$ cat src/rtl/fetch_pkg.sv
// Shared types and constants for the instruction-fetch stage.
// Queue entries carry a 32-bit PC; fetch_unit supports ADDR_W up to 32.
package fetch_pkg;

  localparam int unsigned PC_W             = 32;
  localparam logic [31:0] RESET_PC_DEFAULT = 32'hBFC0_0000;
  localparam logic [31:0] NOP_INSTR        = 32'h0000_0013;

  typedef enum logic [1:0] {
    IDLE,
    RUN,
    DRAIN
  } fetch_state_t;

  typedef struct packed {
    logic [31:0]     instr;
    logic [PC_W-1:0] pc;
  } fetch_entry_t;

endpackage

$ cat src/rtl/fetch_if.sv
// Bus bundle between the fetch stage, instruction memory and decode.
// The master side is the fetch unit.
interface fetch_if #(
  parameter int unsigned ADDR_W = 32
);

  logic              imem_req;
  logic [ADDR_W-1:0] imem_addr;
  logic [31:0]       imem_rdata;
  logic              instr_valid;
  logic              instr_ready;
  logic [31:0]       instr;
  logic [ADDR_W-1:0] instr_pc;
  logic [ADDR_W-1:0] instr_pc4;

  modport master (
    output imem_req, imem_addr,
    input  imem_rdata,
    output instr_valid,
    input  instr_ready,
    output instr, instr_pc, instr_pc4
  );

  modport slave (
    input  imem_req, imem_addr,
    output imem_rdata,
    input  instr_valid,
    output instr_ready,
    input  instr, instr_pc, instr_pc4
  );

endinterface

$ cat src/rtl/fetch_queue.sv
// Circular FIFO of fetched {instr, pc} entries; pointers wrap at DEPTH.
// flush empties the queue on the next edge regardless of push/pop.
module fetch_queue
  import fetch_pkg::*;
#(
  parameter int unsigned DEPTH = 2
) (
  input  logic                         clk,
  input  logic                         rst_n,
  input  logic                         flush,
  input  logic                         push,
  input  fetch_entry_t                 push_data,
  input  logic                         pop,
  output fetch_entry_t                 head,
  output logic [$clog2(DEPTH+1)-1:0]   count,
  output logic                         full,
  output logic                         empty
);

  localparam int unsigned PTR_W = $clog2(DEPTH);
  localparam int unsigned CNT_W = $clog2(DEPTH + 1);

  fetch_entry_t     mem [DEPTH];
  logic [PTR_W-1:0] rd_ptr;
  logic [PTR_W-1:0] wr_ptr;
  logic             do_push;
  logic             do_pop;

  function automatic logic [PTR_W-1:0] ptr_inc(input logic [PTR_W-1:0] p);
    return (p == PTR_W'(DEPTH - 1)) ? '0 : p + PTR_W'(1);
  endfunction

  assign full    = (count == CNT_W'(DEPTH));
  assign empty   = (count == '0);
  assign do_pop  = pop && !empty;
  assign do_push = push && (!full || do_pop);
  assign head    = mem[rd_ptr];

  always_ff @(posedge clk) begin
    if (!rst_n || flush) begin
      rd_ptr <= '0;
      wr_ptr <= '0;
      count  <= '0;
    end else begin
      if (do_push) wr_ptr <= ptr_inc(wr_ptr);
      if (do_pop)  rd_ptr <= ptr_inc(rd_ptr);
      case ({do_push, do_pop})
        2'b10:   count <= count + CNT_W'(1);
        2'b01:   count <= count - CNT_W'(1);
        default: count <= count;
      endcase
    end
  end

  always_ff @(posedge clk) begin
    if (do_push) mem[wr_ptr] <= push_data;
  end

endmodule

$ cat src/rtl/fetch_unit.sv
// Instruction-fetch stage: owns the PC, issues 1-cycle imem reads, buffers the
// returned words and hands them to decode; redirects flush all older fetches.
module fetch_unit
  import fetch_pkg::*;
#(
  parameter int unsigned       ADDR_W   = 32,
  parameter int unsigned       DEPTH    = 2,
  parameter logic [ADDR_W-1:0] RESET_PC = ADDR_W'(RESET_PC_DEFAULT)
) (
  input  logic              clk,
  input  logic              rst_n,
  input  logic              fetch_en,
  input  logic              redirect,
  input  logic [ADDR_W-1:0] redirect_pc,
  fetch_if.master           bus
);

  localparam int unsigned CNT_W = $clog2(DEPTH + 1);

  fetch_state_t      state;
  logic [ADDR_W-1:0] fetch_pc;
  logic [ADDR_W-1:0] req_pc;
  logic              inflight;
  logic              drop;
  logic              handshake;
  logic              pop;
  logic              push;
  logic              issue;
  logic              full;
  logic              empty;
  logic [CNT_W-1:0]  count;
  fetch_entry_t      head;
  fetch_entry_t      push_data;
  logic [ADDR_W-1:0] head_pc;

  assign handshake = bus.instr_valid && bus.instr_ready;
  // A redirect flushes the head, so that handshake is not a real consume.
  assign pop       = handshake && !redirect;

  // Occupancy counts the queued entries plus the response due this cycle.
  always_comb begin
    issue = 1'b0;
    if (state == RUN && !redirect)
      issue = (32'(count) + 32'(inflight) - 32'(handshake)) < DEPTH;
  end

  assign push = inflight && !drop && !redirect && (!full || pop);

  always_comb begin
    push_data       = '0;
    push_data.instr = bus.imem_rdata;
    push_data.pc    = PC_W'(req_pc);
  end

  fetch_queue #(
    .DEPTH(DEPTH)
  ) u_queue (
    .clk       (clk),
    .rst_n     (rst_n),
    .flush     (redirect),
    .push      (push),
    .push_data (push_data),
    .pop       (pop),
    .head      (head),
    .count     (count),
    .full      (full),
    .empty     (empty)
  );

  always_ff @(posedge clk) begin
    if (!rst_n) begin
      state    <= IDLE;
      fetch_pc <= RESET_PC;
      req_pc   <= '0;
      inflight <= 1'b0;
      drop     <= 1'b0;
    end else begin
      inflight <= issue;
      drop     <= redirect && inflight;
      if (issue) begin
        fetch_pc <= fetch_pc + ADDR_W'(4);
        req_pc   <= fetch_pc;
      end
      if (redirect)
        fetch_pc <= redirect_pc & ~ADDR_W'(3);

      case (state)
        IDLE:    if (fetch_en) state <= RUN;
        RUN:     if (!fetch_en) state <= DRAIN;
        DRAIN: begin
          if (fetch_en)                state <= RUN;
          else if (empty && !inflight) state <= IDLE;
        end
        default: state <= IDLE;
      endcase
    end
  end

  assign head_pc         = empty ? '0 : ADDR_W'(head.pc);
  assign bus.imem_req    = issue;
  assign bus.imem_addr   = fetch_pc;
  assign bus.instr_valid = !empty;
  assign bus.instr       = empty ? '0 : head.instr;
  assign bus.instr_pc    = head_pc;
  assign bus.instr_pc4   = head_pc + ADDR_W'(4);

endmodule

$ cat src/flat_wrapper.sv
// flat-port wrapper written by rule: the top's interface ports become plain ports
module fetch_unit_flat import fetch_pkg::*;
#(
  parameter int unsigned       ADDR_W   = 32,
  parameter int unsigned       DEPTH    = 2,
  parameter logic [ADDR_W-1:0] RESET_PC = ADDR_W'(RESET_PC_DEFAULT)
)
  (clk, rst_n, fetch_en, redirect, redirect_pc, bus_imem_req, bus_imem_addr, bus_imem_rdata, bus_instr_valid, bus_instr_ready, bus_instr, bus_instr_pc, bus_instr_pc4);
  fetch_if #(.ADDR_W(ADDR_W)) bus_i ();
  input  logic clk;
  input  logic rst_n;
  input  logic fetch_en;
  input  logic redirect;
  input  logic [ADDR_W-1:0] redirect_pc;
  output wire logic [$bits(bus_i.imem_req)-1:0] bus_imem_req;
  output wire logic [$bits(bus_i.imem_addr)-1:0] bus_imem_addr;
  input wire logic [$bits(bus_i.imem_rdata)-1:0] bus_imem_rdata;
  output wire logic [$bits(bus_i.instr_valid)-1:0] bus_instr_valid;
  input wire logic [$bits(bus_i.instr_ready)-1:0] bus_instr_ready;
  output wire logic [$bits(bus_i.instr)-1:0] bus_instr;
  output wire logic [$bits(bus_i.instr_pc)-1:0] bus_instr_pc;
  output wire logic [$bits(bus_i.instr_pc4)-1:0] bus_instr_pc4;
  assign bus_imem_req = bus_i.imem_req;
  assign bus_imem_addr = bus_i.imem_addr;
  assign bus_i.imem_rdata = bus_imem_rdata;
  assign bus_instr_valid = bus_i.instr_valid;
  assign bus_i.instr_ready = bus_instr_ready;
  assign bus_instr = bus_i.instr;
  assign bus_instr_pc = bus_i.instr_pc;
  assign bus_instr_pc4 = bus_i.instr_pc4;
  fetch_unit #(.ADDR_W(ADDR_W), .DEPTH(DEPTH), .RESET_PC(RESET_PC)) u_core (.clk(clk), .rst_n(rst_n), .fetch_en(fetch_en), .redirect(redirect), .redirect_pc(redirect_pc), .bus(bus_i));
endmodule
$ cat config.mk
export PLATFORM = sky130hd
export DESIGN_NAME = fetch_unit_flat
export DESIGN_NICKNAME = d
export VERILOG_FILES = /design/src/rtl/fetch_pkg.sv /design/src/rtl/fetch_if.sv /design/src/rtl/fetch_queue.sv /design/src/rtl/fetch_unit.sv /design/src/flat_wrapper.sv
export SDC_FILE = /design/constraint.sdc
export NUM_CORES = 1
export LEC_CHECK = 0
export CAP_MARGIN = 10
export CORE_MARGIN = 2
export CORE_UTILIZATION = 45
export DETAILED_ROUTE_END_ITERATION = 10
export PLACE_DENSITY = 0.73
export REMOVE_ABC_BUFFERS = 1
export SLEW_MARGIN = 10
export SYNTH_ARGS = -nofsm -noshare
export SYNTH_HDL_FRONTEND = slang
export SYNTH_SLANG_ARGS = --single-unit
$ cat constraint.sdc
create_clock -name clk -period 6.85 [get_ports clk]
set_input_delay 1.37 -clock clk [delete_from_list [all_inputs] [get_ports clk]]
set_output_delay 1.37 -clock clk [all_outputs]
set_load 0.05 [all_outputs]
==> results of run 1 <==
==> critical path: cells and delay by family, from the launching register on <==
kind	cells	cell delay, ns
buffers and inverters	2	1.52
and+or+nand+nor	1	0.38
DFF	1	0.63
AOI/OAI and AO/OA	2	0.99
muxes	1	0.26
xor gates and xnor gates	1	0.20
==> cells by family (layout without fill, tap and decap cells) <==
logic type | count (synthesis) | in the layout
simple gates | 300 | 300
buf+inv | 72 | 254
compound gates | 115 | 115
xor+xnor | 34 | 34
fa+ha+maj | 10 | 10
flops | 193 | 193
other cells | 1 | 6
mux | 62 | 62
==> flip-flops by register name (all words and copies together), names as in the netlist, named ones only <==
signal and count:
u_core.inflight 1, u_core.u_queue.count 2, u_core.state 2, u_core.req_pc 30
u_core.u_queue.wr_ptr 1, u_core.u_queue.rd_ptr 1, u_core.drop 1, u_core.bus.imem_addr 30
u_core.u_queue.mem 124
==> power by group <==
group,switching (mW),internal [mW]
clock,0.463,0.507
sequential,0.0262,1.25
combinational,0.119,0.0818
total,0.609,1.84
==> worst min-delay path by stage <==
stage,start,endpoint,slack [ns],cells after the start
floorplan,u_core.state[1],u_core.state[0],0.42,1
global placement,u_core.req_pc[2],u_core.u_queue.mem[0][2],0.43,0
detailed placement,u_core.state[1],u_core.state[0],0.44,1
CTS,u_core.state[1],u_core.state[0],0.45,1
global route,u_core.state[1],u_core.state[0],0.47,1
finish,u_core.req_pc[3],u_core.u_queue.mem[1][3],0.45,0
==> placed cells by master, fill, tap and decap left out, types with 12 or more instances in the layout <==
cell type and n:
nand3_1 21, dfxtp_1 68, edfxtp_1 124, clkbuf_16 18
xnor2_1 12, nor2_1 82, clkdlybuf4s50_1 189, xor2_1 22
nor3_1 15, a21oi_1 45, inv_1 20, nand2_1 110
mux2i_1 61, nand4_1 12
==> cells in the mapped netlist (all sizes together), types with 2 or more instances <==
cell and n:
edfxtp 124, nand2 111, nor2 84, dfxtp 69, mux2i 61, a21oi 45, buf 28, clkbuf 22
xor2 22, nand3 21, inv 20, nor3 15, nand4 14, xnor2 12, nor4 10, ha 9
a31oi 8, o21ai 8, o311ai 7, a22oi 6, nand3b 6, or3 6, or4 6, a211oi 5
and3 5, o211ai 5, a311oi 4, and2 4, and4 4, nand2b 4, nor3b 4, o2111ai 4
o21a 3, a2111oi 2, a31o 2, clkinv 2, o311a 2, o41ai 2, or2 2
==> layer usage <==
| metal | track usage | vias to the layer above |
|---|---|---|
| li1 | - | 3210 |
| met1 | 0.2634 | 3045 |
| met2 | 0.3178 | 174 |
| met3 | 0.03286 | 19 |
| met4 | 0.06670 | 0 |
| met5 | 0 | - |
==> per-stage QoR <==
stage | cells | hold slack, ns | util
finish | 1234 | 0.4548 | 0.6036
floorplan | 742 | 0.4209 | -
global route | 1234 | 0.4741 | 0.6036
CTS | 1234 | 0.4519 | 0.6036
detailed placement | 1202 | 0.4413 | 0.5721
global placement | 1202 | 0.4313 | 0.5721
==> layout make-up <==
cell class	instances	area (um2)	share of cell area
clock buffers	18	450.4	0.03963
clock inverters	14	142.6	0.01255
inverters	22	82.58	0.007266
multi-input cells	527	3282	0.2887
flip-flops and latches	193	5109	0.4495
well taps	260	325.3	0.02862
repair buffers	200	1974	0.1737
==> reports/metrics.cfg, run 1 <==
[outcome]
outcome = completed

[min_path]
hold_path.class = flip-flop to flip-flop

[floorplan]
io_pins = 199
fp-row-count = 50
dieHeight_um = 142.9
core_area_um2 = 18830
start_util = 0.4612
die_w_um = 142.9
dieArea_um2 = 20430

[global_routing]
antenna_found_initial = 0
grt_pass1_wl_um = 31210
grt_max_degree = 63
grt_use_total = 0.1945
overflow = 0
grt_pass1_vias = 6012

[synth]
yosysUniqueCellTypes = 70
synth_top_area_share = 0.4288
synthSimpleGateAreaFrac = 0.1631
avgSynthCellArea_um2 = 11.04
synth_seq_cells = 193
async_reset_ff_frac = 0
syn_area_um2 = 8685
synth_edf_count = 124
synth_cells = 787
synth_compound_area_frac = 0.08947
yosysSeqAreaShare = 0.5878
synth_ff_type = edfxtp_1
synthAdderAreaFrac = 0.01527
synth_top_family_by_area = simple AND/OR/NAND/NOR gates
yosysTopAreaCell = edfxtp_1
muxShareOfSynthArea = 0.07160
synth.area.top_cells = edfxtp_1, dfxtp_1, mux2i_1, nand2_1, nor2_1
synth_xor_area_frac = 0.03429
ys_warn_count = 0

[detailed_routing]
met1_length_um = 9370
first_pass_iters = 4
wl_per_cell_um = 16.20
drc_errors = 0
route.met3.wl_um = 889
finalWirelength_um = 19990
avgViaCountPerCell = 5.225
postRouteAntennaNets = 0
vias = 6448
highest_layer = met4
wl_met2_um = 9411
drt-initial-drc-count = 326

[sta]
min_period_ns = 5.796
final_hold_viol_count = 0
maxSlewViolCount = 0
tightestPinTransition_ns = 0.9878
rsz0062_at_grt = no
setup_violations = 0
fin_crit_sh = 0.8462
clock.fmax_ghz = 0.1725
setup_slack_ns = 1.054
fin_worst_skew_ns = 0.008621
fin_setup_tns_ns = 0
slew_headroom = 0.3415

[clocking]
insertion_delay_ns = 0.43
clock_sinks = 193
postCtsSetupRepairBufs = 0
htree_levels = 4
cts-root-buf = clkbuf_16
cts_hold_buf = 0
clk_pin_slew_ns = 0.07
cts_tree = yes
cts_buffers = 17
clock_path_buffers = 2
cts_resized = 0

[layout]
nFillCells = 1548
area_growth_pct = 30.87
antenna_cells = 0
drive_gt1_frac = 0.06263
fin_nets = 1040
stdcell_area_um2 = 11370

[placed_design]
gp_congestion = 0.8149
dp_slack_ns = 1.439
placed_area_um2 = 10770
hpwl_um = 13780
port_buffers = 190

[power_and_ir_drop]
power.density_nw_per_um2 = 215.6
p_total_mw = 2.450
max-vdd-ir-drop_mv = 0.1662
p_leak_nw = 3.734

[worst_setup_path]
r2r_start = u_core.u_queue.count[0]
critical_path_required_ns = 5.48
path_max_fanout = 47
r2r_end = u_core.bus.imem_addr[11]
cp_data_arrival_time_ns = 4.43
regToRegSetupSlack_ns = 3.45
reg2reg_depth = 11
crit_path_end_kind = primary output
cp_slowest_cell = clkdlybuf4s50_1
path_cells = buf_4 > mux2i_1 > a211oi_1 > o2111ai_1 > nor4_1 > xor2_1 > clkdlybuf4s50_1
worst-setup-path-type = flip-flop to primary output
cpPeakStageDelay_ns = 0.83
crit_end = bus_instr_pc4[30]
startpoint_type = flip-flop

[job]
drv_cap = 0

Note: power is estimated with default switching activity, not from simulation.
==> run 2, diff against run 1 <==
--- a/config.mk
+++ b/config.mk
@@ -9,7 +9,7 @@
 export CORE_MARGIN = 2
 export CORE_UTILIZATION = 45
 export DETAILED_ROUTE_END_ITERATION = 10
-export PLACE_DENSITY = 0.73
+export PLACE_DENSITY = 0.76
 export REMOVE_ABC_BUFFERS = 1
 export SLEW_MARGIN = 10
 export SYNTH_ARGS = -nofsm -noshare
==> constraint.sdc (replaced) <==
create_clock -name clk -period 4.66 [get_ports clk]
set_input_delay 0.932 -clock clk [delete_from_list [all_inputs] [get_ports clk]]
set_output_delay 0.932 -clock clk [all_outputs]
set_load 0.05 [all_outputs]
==> run 2 against run 1 <==
Effect of this change:
- largest cell class unchanged
- count of clock-buffer cells in the layout rose by 1
- first-iteration DRC count rose by 16%
- non-clock buffer count rose by 10
- register-to-register slack got worse by 2.0 ns
- critical endpoint is now bus_instr_pc4[27]
- sequential power rose by 47%
- cell area rose by 2.0%
- global-route usage rose by 0.52 points
==> reports/metrics.cfg, run 2 (synthesis gave the netlist of run 1 again) <==
[power_and_ir_drop]
power.density_nw_per_um2 = 318.6  ; was 215.6 nW/um2
comb_power_share = 0.081  ; was 0.082
clock_power_share = 0.410  ; was 0.396
p_sw_frac = 0.2251  ; was 0.2486
p_leak_nw = 3.851  ; was 3.734 nW
max-vdd-ir-drop_mv = 0.2709  ; was 0.1662 mV
switchingPower_mw = 0.8316  ; was 0.6091 mW
seqPwrFrac = 0.509  ; was 0.522
p_int_mw = 2.862  ; was 1.841 mW

[placed_design]
gp_congestion = 0.7932  ; was 0.8149
port_buffers = 190  ; unchanged
hpwl_um = 14190  ; was 13,780 um
placed_area_um2 = 10940  ; was 10,770 um2

[floorplan]
start_util = 0.4612  ; unchanged
fp-row-count = 50  ; unchanged
core_area_um2 = 18830  ; unchanged
dieArea_um2 = 20430  ; unchanged
io_pins = 199  ; unchanged
die_w_um = 142.9  ; unchanged
dieHeight_um = 142.9  ; unchanged

[clocking]
clock_sinks = 193  ; unchanged
cts_tree = yes  ; unchanged
cts_buffers = 17  ; unchanged
insertion_delay_ns = 0.43  ; about the same
clk_pin_slew_ns = 0.07  ; about the same
clock_path_buffers = 2  ; unchanged
htree_levels = 4  ; unchanged
cts-root-buf = clkbuf_16  ; unchanged

[sta]
slew_headroom = 0.4236  ; was 0.3415
tightestPinTransition_ns = 0.8625  ; was 0.9878 ns
final_hold_viol_count = 0  ; unchanged
rsz0062_at_grt = no  ; unchanged
fin_worst_skew_ns = 0.01285  ; was 0.008621 ns
maxSlewViolCount = 0  ; unchanged
min_period_ns = 4.463
fin_crit_sh = 0.9576
setup_violations = 0  ; unchanged
clock.fmax_ghz = 0.2241
hold_ws_ns = 0.4532  ; was 0.4548 ns

[min_path]
worstHoldEndpoint = u_core.u_queue.mem[1][2]  ; was u_core.u_queue.mem[1][3]
hold_path.class = flip-flop to flip-flop  ; unchanged
hp-start = u_core.req_pc[2]  ; was u_core.req_pc[3]
hold_depth = 0  ; unchanged

[global_routing]
overflow = 0  ; unchanged
grt_pass1_vias = 6248  ; was 6,012
antenna_found_initial = 0  ; unchanged
grt_max_degree = 63  ; unchanged
grt_pass1_wl_um = 31950  ; was 31,210 um
grt_use_total = 0.1998  ; was 0.1945

[layout]
antenna_cells = 0  ; unchanged
fin_nets = 1050  ; was 1,040
stdcell_area_um2 = 11590  ; was 11,370 um2
largest_reg_flops = 124  ; unchanged
drive_gt1_frac = 0.08435  ; was 0.06263
nFillCells = 1521  ; was 1,548
final_cell_mix = clkdlybuf4s50_1, edfxtp_1, nand2_1, nor2_1, dfxtp_1  ; unchanged
area_growth_pct = 33.50  ; was 30.87%
layout_commonest_cell = clkdlybuf4s50_1  ; unchanged
regMostFlops = u_core.u_queue.mem  ; unchanged

[detailed_routing]
drt-initial-drc-count = 377  ; was 326
first_pass_iters = 5  ; was 4
postRouteAntennaNets = 0  ; unchanged
wl_per_cell_um = 16.63  ; was 16.20 um
drc_errors = 0  ; unchanged
avgViaCountPerCell = 5.275  ; was 5.225
finalWirelength_um = 20690  ; was 19,990 um
vias = 6562  ; was 6,448

[worst_setup_path]
worst-setup-path-type = flip-flop to primary output  ; unchanged
cp_data_arrival_time_ns = 3.53  ; was 4.43 ns
regToRegSetupSlack_ns = 1.44  ; was 3.45 ns
cpPeakStageDelay_ns = 0.82  ; was 0.83 ns
path_delay_family = buffers and inverters  ; unchanged
path_max_fanout = 23  ; was 47
path_cells = buf_8 > buf_12 > nand3b_1 > a222oi_1 > buf_4 > nand2_2 > nor4_1 > xor2_1 > clkdlybuf4s50_1  ; was buf_4 > mux2i_1 > a211oi_1 > o2111ai_1 > nor4_1 > xor2_1 > clkdlybuf4s50_1
r2r_start = u_core.u_queue.count[0]  ; unchanged
crit_cells = 9  ; was 7
critical_path_required_ns = 3.73  ; was 5.48 ns
r2r_end = u_core.bus.imem_addr[18]  ; was u_core.bus.imem_addr[11]
startpoint_type = flip-flop  ; unchanged
cp_slowest_cell = clkdlybuf4s50_1  ; unchanged
crit_path_end_kind = primary output  ; unchanged
reg2reg_depth = 12  ; was 11
path_buf_inv = 4  ; was 2

[outcome]
outcome = completed  ; unchanged

[job]
drv_cap = 0  ; unchanged

==> run 2: final cells by class <==
| type | count | area (um2) | share of cell area |
|---|---|---|---|
| clock buffers | 19 | 432.9 | 0.03734 |
| clock inverters | 13 | 183.9 | 0.01586 |
| inverters | 22 | 82.58 | 0.007123 |
| multi-input cells | 527 | 3288 | 0.2836 |
| flip-flops and latches | 193 | 5109 | 0.4406 |
| well taps | 260 | 325.3 | 0.02806 |
| repair buffers | 210 | 2172 | 0.1874 |
==> run 2: how the worst max path moves through the flow <==
stage	slack, ns	endpoint
finish	0.20	bus_instr_pc4[27]
CTS	0.01	bus_instr_pc4[26]
global placement	0.53	bus_instr_pc4[30]
detailed placement	0.48	bus_instr_pc4[26]
global route	0.03	bus_instr_pc4[22]
floorplan	-1.97	bus_instr_pc4[26]
==> run 2: repair_timing <==
item / CTS / global route
endpoints found under the setup margin: 0 / 13
hold endpoints to repair: 0 / 0
setup buffers: 0 / 2
hold buffers: 0 / 0
resized for setup: 0 / 1
==> run 2: worst reg2reg max path, cell delays in order (launching register included) <==
cell	delay, ns
dfxtp_1	0.51
ha_1	0.24
inv_1	0.09
ha_1	0.28
inv_1	0.04
ha_1	0.17
ha_1	0.17
and4bb_2	0.33
nand2_1	0.11
a21o_1	0.19
buf_4	0.30
or4_1	0.57
a31oi_1	0.16
==> run 2: power groups by stage <==
stage	combinational [mW]	sequential [mW]	clock, mW
2_1_floorplan	0.104	1.96	0
3_3_place_gp	0.294	1.92	0
3_5_place_dp	0.298	1.92	0
4_1_cts	0.299	1.88	1.54
5_1_grt	0.317	1.88	1.62
6_report	0.298	1.88	1.51
==> run 2: stage by stage <==
step           cells  utilization  setup slack, ns  TNS, ns  power (mW)
2_1_floorplan    742            -           -1.971   -39.53       2.068
3_3_place_gp    1210       0.5807           0.5289        0       2.211
3_5_place_dp    1210       0.5807           0.4793        0       2.216
4_1_cts         1242       0.6135          0.01223        0       3.724
5_1_grt         1244       0.6157          0.02872        0       3.820
6_report        1244       0.6157           0.1974        0       3.694
==> run 2: metal layers <==
metal,vias to the layer above,track usage,routed length (um)
li1,3226,-,-
met1,3108,0.2625,9297
met2,193,0.3309,9978
met3,35,0.03722,1033
met4,0,0.07191,376
met5,-,0,0
==> run 3, diff against run 2 <==
--- a/config.mk
+++ b/config.mk
@@ -5,7 +5,9 @@
 export SDC_FILE = /design/constraint.sdc
 export NUM_CORES = 1
 export LEC_CHECK = 0
+export ABC_CLOCK_PERIOD_IN_PS = 3600
 export CAP_MARGIN = 10
+export CORE_ASPECT_RATIO = 1.75
 export CORE_MARGIN = 2
 export CORE_UTILIZATION = 45
 export DETAILED_ROUTE_END_ITERATION = 10
==> constraint.sdc (replaced) <==
create_clock -name clk -period 3.6 [get_ports clk]
set_input_delay 0.72 -clock clk [delete_from_list [all_inputs] [get_ports clk]]
set_output_delay 0.72 -clock clk [all_outputs]
set_load 0.05 [all_outputs]
==> run 3 against run 2 <==
Effect of this change:
- clock power rose by 22%
- combinational power rose by 33%
- sequential power rose by 29%
- cell area rose by 2.9%
- register-to-register slack got worse by 0.80 ns
- first-iteration DRC count fell by 43%
- sequential cell count did not move
- via count rose by 0.82%
- wire length barely moved
- power rose by 26%
- non-clock buffer count rose by 8
- largest cell class unchanged
- highest routed layer unchanged
==> reports/metrics.cfg, run 3 (synthesis gave the netlist of run 1 again) <==
[sta]
fin_crit_sh = 0.9731
rsz0062_at_grt = yes  ; was no
tightestPinTransition_ns = 0.8384  ; was 0.8625 ns
fin_worst_skew_ns = 0.02089  ; was 0.01285 ns
slew_headroom = 0.4411  ; was 0.4236
setup_violations = 0  ; unchanged
min_period_ns = 3.503
final_hold_viol_count = 0  ; unchanged
fin_setup_tns_ns = 0  ; unchanged
maxSlewViolCount = 0  ; unchanged
clock.fmax_ghz = 0.2855

[floorplan]
core_area_um2 = 19030  ; was 18,830 um2
io_pins = 199  ; unchanged
start_util = 0.4564  ; was 0.4612
dieArea_um2 = 20470  ; was 20,430 um2
dieHeight_um = 187.8  ; was 142.9 um
fp-row-count = 67  ; was 50
die_w_um = 109.0  ; was 142.9 um

[placed_design]
hpwl_um = 14730  ; was 14,190 um
gp_congestion = 0.8489  ; was 0.7932
dpl.cell_count = 1199  ; was 1,210
port_buffers = 190  ; unchanged
placed_area_um2 = 11160  ; was 10,940 um2

[power_and_ir_drop]
switchingPower_mw = 1.125  ; was 0.8316 mW
seqPwrFrac = 0.521  ; was 0.509
p_sw_frac = 0.2408  ; was 0.2251
power.density_nw_per_um2 = 391.7  ; was 318.6 nW/um2
clock_power_share = 0.394  ; was 0.410
comb_power_share = 0.085  ; was 0.081
p_int_mw = 3.547  ; was 2.862 mW
max-vdd-ir-drop_mv = 0.2569  ; was 0.2709 mV
p_leak_nw = 4.049  ; was 3.851 nW

[layout]
drive_gt1_frac = 0.1260  ; was 0.08435
largest_reg_flops = 124  ; unchanged
fin_nets = 1058  ; was 1,050
final_cell_mix = clkdlybuf4s50_1, edfxtp_1, nand2_1, nor2_1, dfxtp_1  ; unchanged
regMostFlops = u_core.u_queue.mem  ; unchanged
nFillCells = 1511  ; was 1,521
final_cell_count_no_fill = 1233  ; was 1,244
antenna_cells = 0  ; unchanged
final_util = 0.6267  ; was 0.6157
stdcell_area_um2 = 11930  ; was 11,590 um2
area_growth_pct = 37.33  ; was 33.50%
layout_commonest_cell = clkdlybuf4s50_1  ; unchanged

[detailed_routing]
finalWirelength_um = 20670  ; was 20,690 um
first_pass_iters = 5  ; unchanged
vias = 6616  ; was 6,562
postRouteAntennaNets = 0  ; unchanged
drt-initial-drc-count = 215  ; was 377
drc_errors = 0  ; unchanged
avgViaCountPerCell = 5.366  ; was 5.275
wl_per_cell_um = 16.76  ; was 16.63 um

[global_routing]
overflow = 0  ; unchanged
antenna_found_initial = 0  ; unchanged
grt_pass1_wl_um = 32510  ; was 31,950 um
grt_pass1_vias = 6473  ; was 6,248
grt_max_degree = 63  ; unchanged
grt_use_total = 0.2033  ; was 0.1998

[worst_setup_path]
worst-setup-path-type = flip-flop to primary output  ; unchanged
cp_data_arrival_time_ns = 2.78  ; was 3.53 ns
startpoint_type = flip-flop  ; unchanged
path_max_fanout = 16  ; was 23
critical_path_required_ns = 2.88  ; was 3.73 ns
crit_path_end_kind = primary output  ; unchanged

[clocking]
cts_tree = yes  ; unchanged
clock_sinks = 193  ; unchanged
cts_hold_buf = 0  ; unchanged
insertion_delay_ns = 0.43  ; about the same
clk_pin_slew_ns = 0.07  ; about the same
clock_path_buffers = 2  ; unchanged
cts_buffers = 17  ; unchanged
htree_levels = 4  ; unchanged
cts-root-buf = clkbuf_16  ; unchanged

[outcome]
outcome = completed  ; unchanged

[min_path]
hold_path.class = flip-flop to flip-flop  ; unchanged

[job]
drv_cap = 0  ; unchanged

[run 3: cell types whose count changed in the layout (fill, tap and decap cells not counted), sizes merged]
cell,previous run,this run
clkdlybuf4s50,175,161
inv,22,30
clkinvlp,3,0
clkinv,6,3
buf,35,57
bufinv,4,0
clkbuf,19,21
[run 3: layout make-up]
class	instances	area, um2	share of cell area
clock buffer	21	484.2	0.04060
sequential	193	5114	0.4288
multi-input combinational	527	3412	0.2861
tap	241	301.5	0.02528
clock inverter	11	102.6	0.008603
inverter	22	82.58	0.006924
timing repair buffer	218	2430	0.2037
[run 3: routing by layer]
metal  vias up  GRT usage  part of all wire
met5         -          0                 0
met4         0    0.08925             0.028
met3        38    0.03024             0.051
met2       210     0.3779              0.56
met1      3131     0.2211              0.36
li1       3237          -                 -
[run 3: worst max-delay path: stages (launching register included)]
cell	delay (ns)
dfxtp_4	0.48
buf_6	0.22
nand3_1	0.12
a222oi_1	0.33
buf_4	0.20
nand2_2	0.20
nor4_4	0.36
xor2_1	0.27
buf_12	0.17
[run 3: final timing paths]
| check | start | endpoint | slack (ns) | depth (start not counted) |
|---|---|---|---|---|
| setup / recovery | flip-flop | bus_instr_pc4[27] | 0.1 | 8 |
| hold / removal | u_core.req_pc[14] | u_core.u_queue.mem[0][14] | 0.45 | 0 |
| setup reg to reg | u_core.inflight | u_core.bus.imem_addr[30] | 0.64 | 12 |
| hold reg to reg | u_core.req_pc[14] | u_core.u_queue.mem[0][14] | 0.45 | 0 |
[run 3: through the flow]
stage | setup slack [ns] | hold slack, ns | power [mW]
4_1_cts | -0.002317 | 0.4585 | 4.716
2_1_floorplan | -2.819 | 0.4209 | 2.677
3_5_place_dp | 0.01399 | 0.4421 | 2.876
5_1_grt | -0.01873 | 0.4644 | 4.841
6_report | 0.09676 | 0.4539 | 4.672
3_3_place_gp | 0.04567 | 0.4312 | 2.869
[run 3: timing repair]
action / 4_1_cts / 5_1_grt
pin swaps: 0 / 1
endpoints found under the setup margin: 13 / 16
endpoints found under the hold margin: 0 / 0
setup buffers: 0 / 2
gates resized for setup: 6 / 21
[run 3: power by group through the flow]
| stage | Combinational [mW] | Clock [mW] | Sequential (mW) |
|---|---|---|---|
| finish | 0.397 | 1.84 | 2.43 |
| detailed placement | 0.396 | 0 | 2.48 |
| floorplan | 0.135 | 0 | 2.54 |
| CTS | 0.398 | 1.89 | 2.43 |
| global route | 0.422 | 1.98 | 2.44 |
| global placement | 0.390 | 0 | 2.48 |
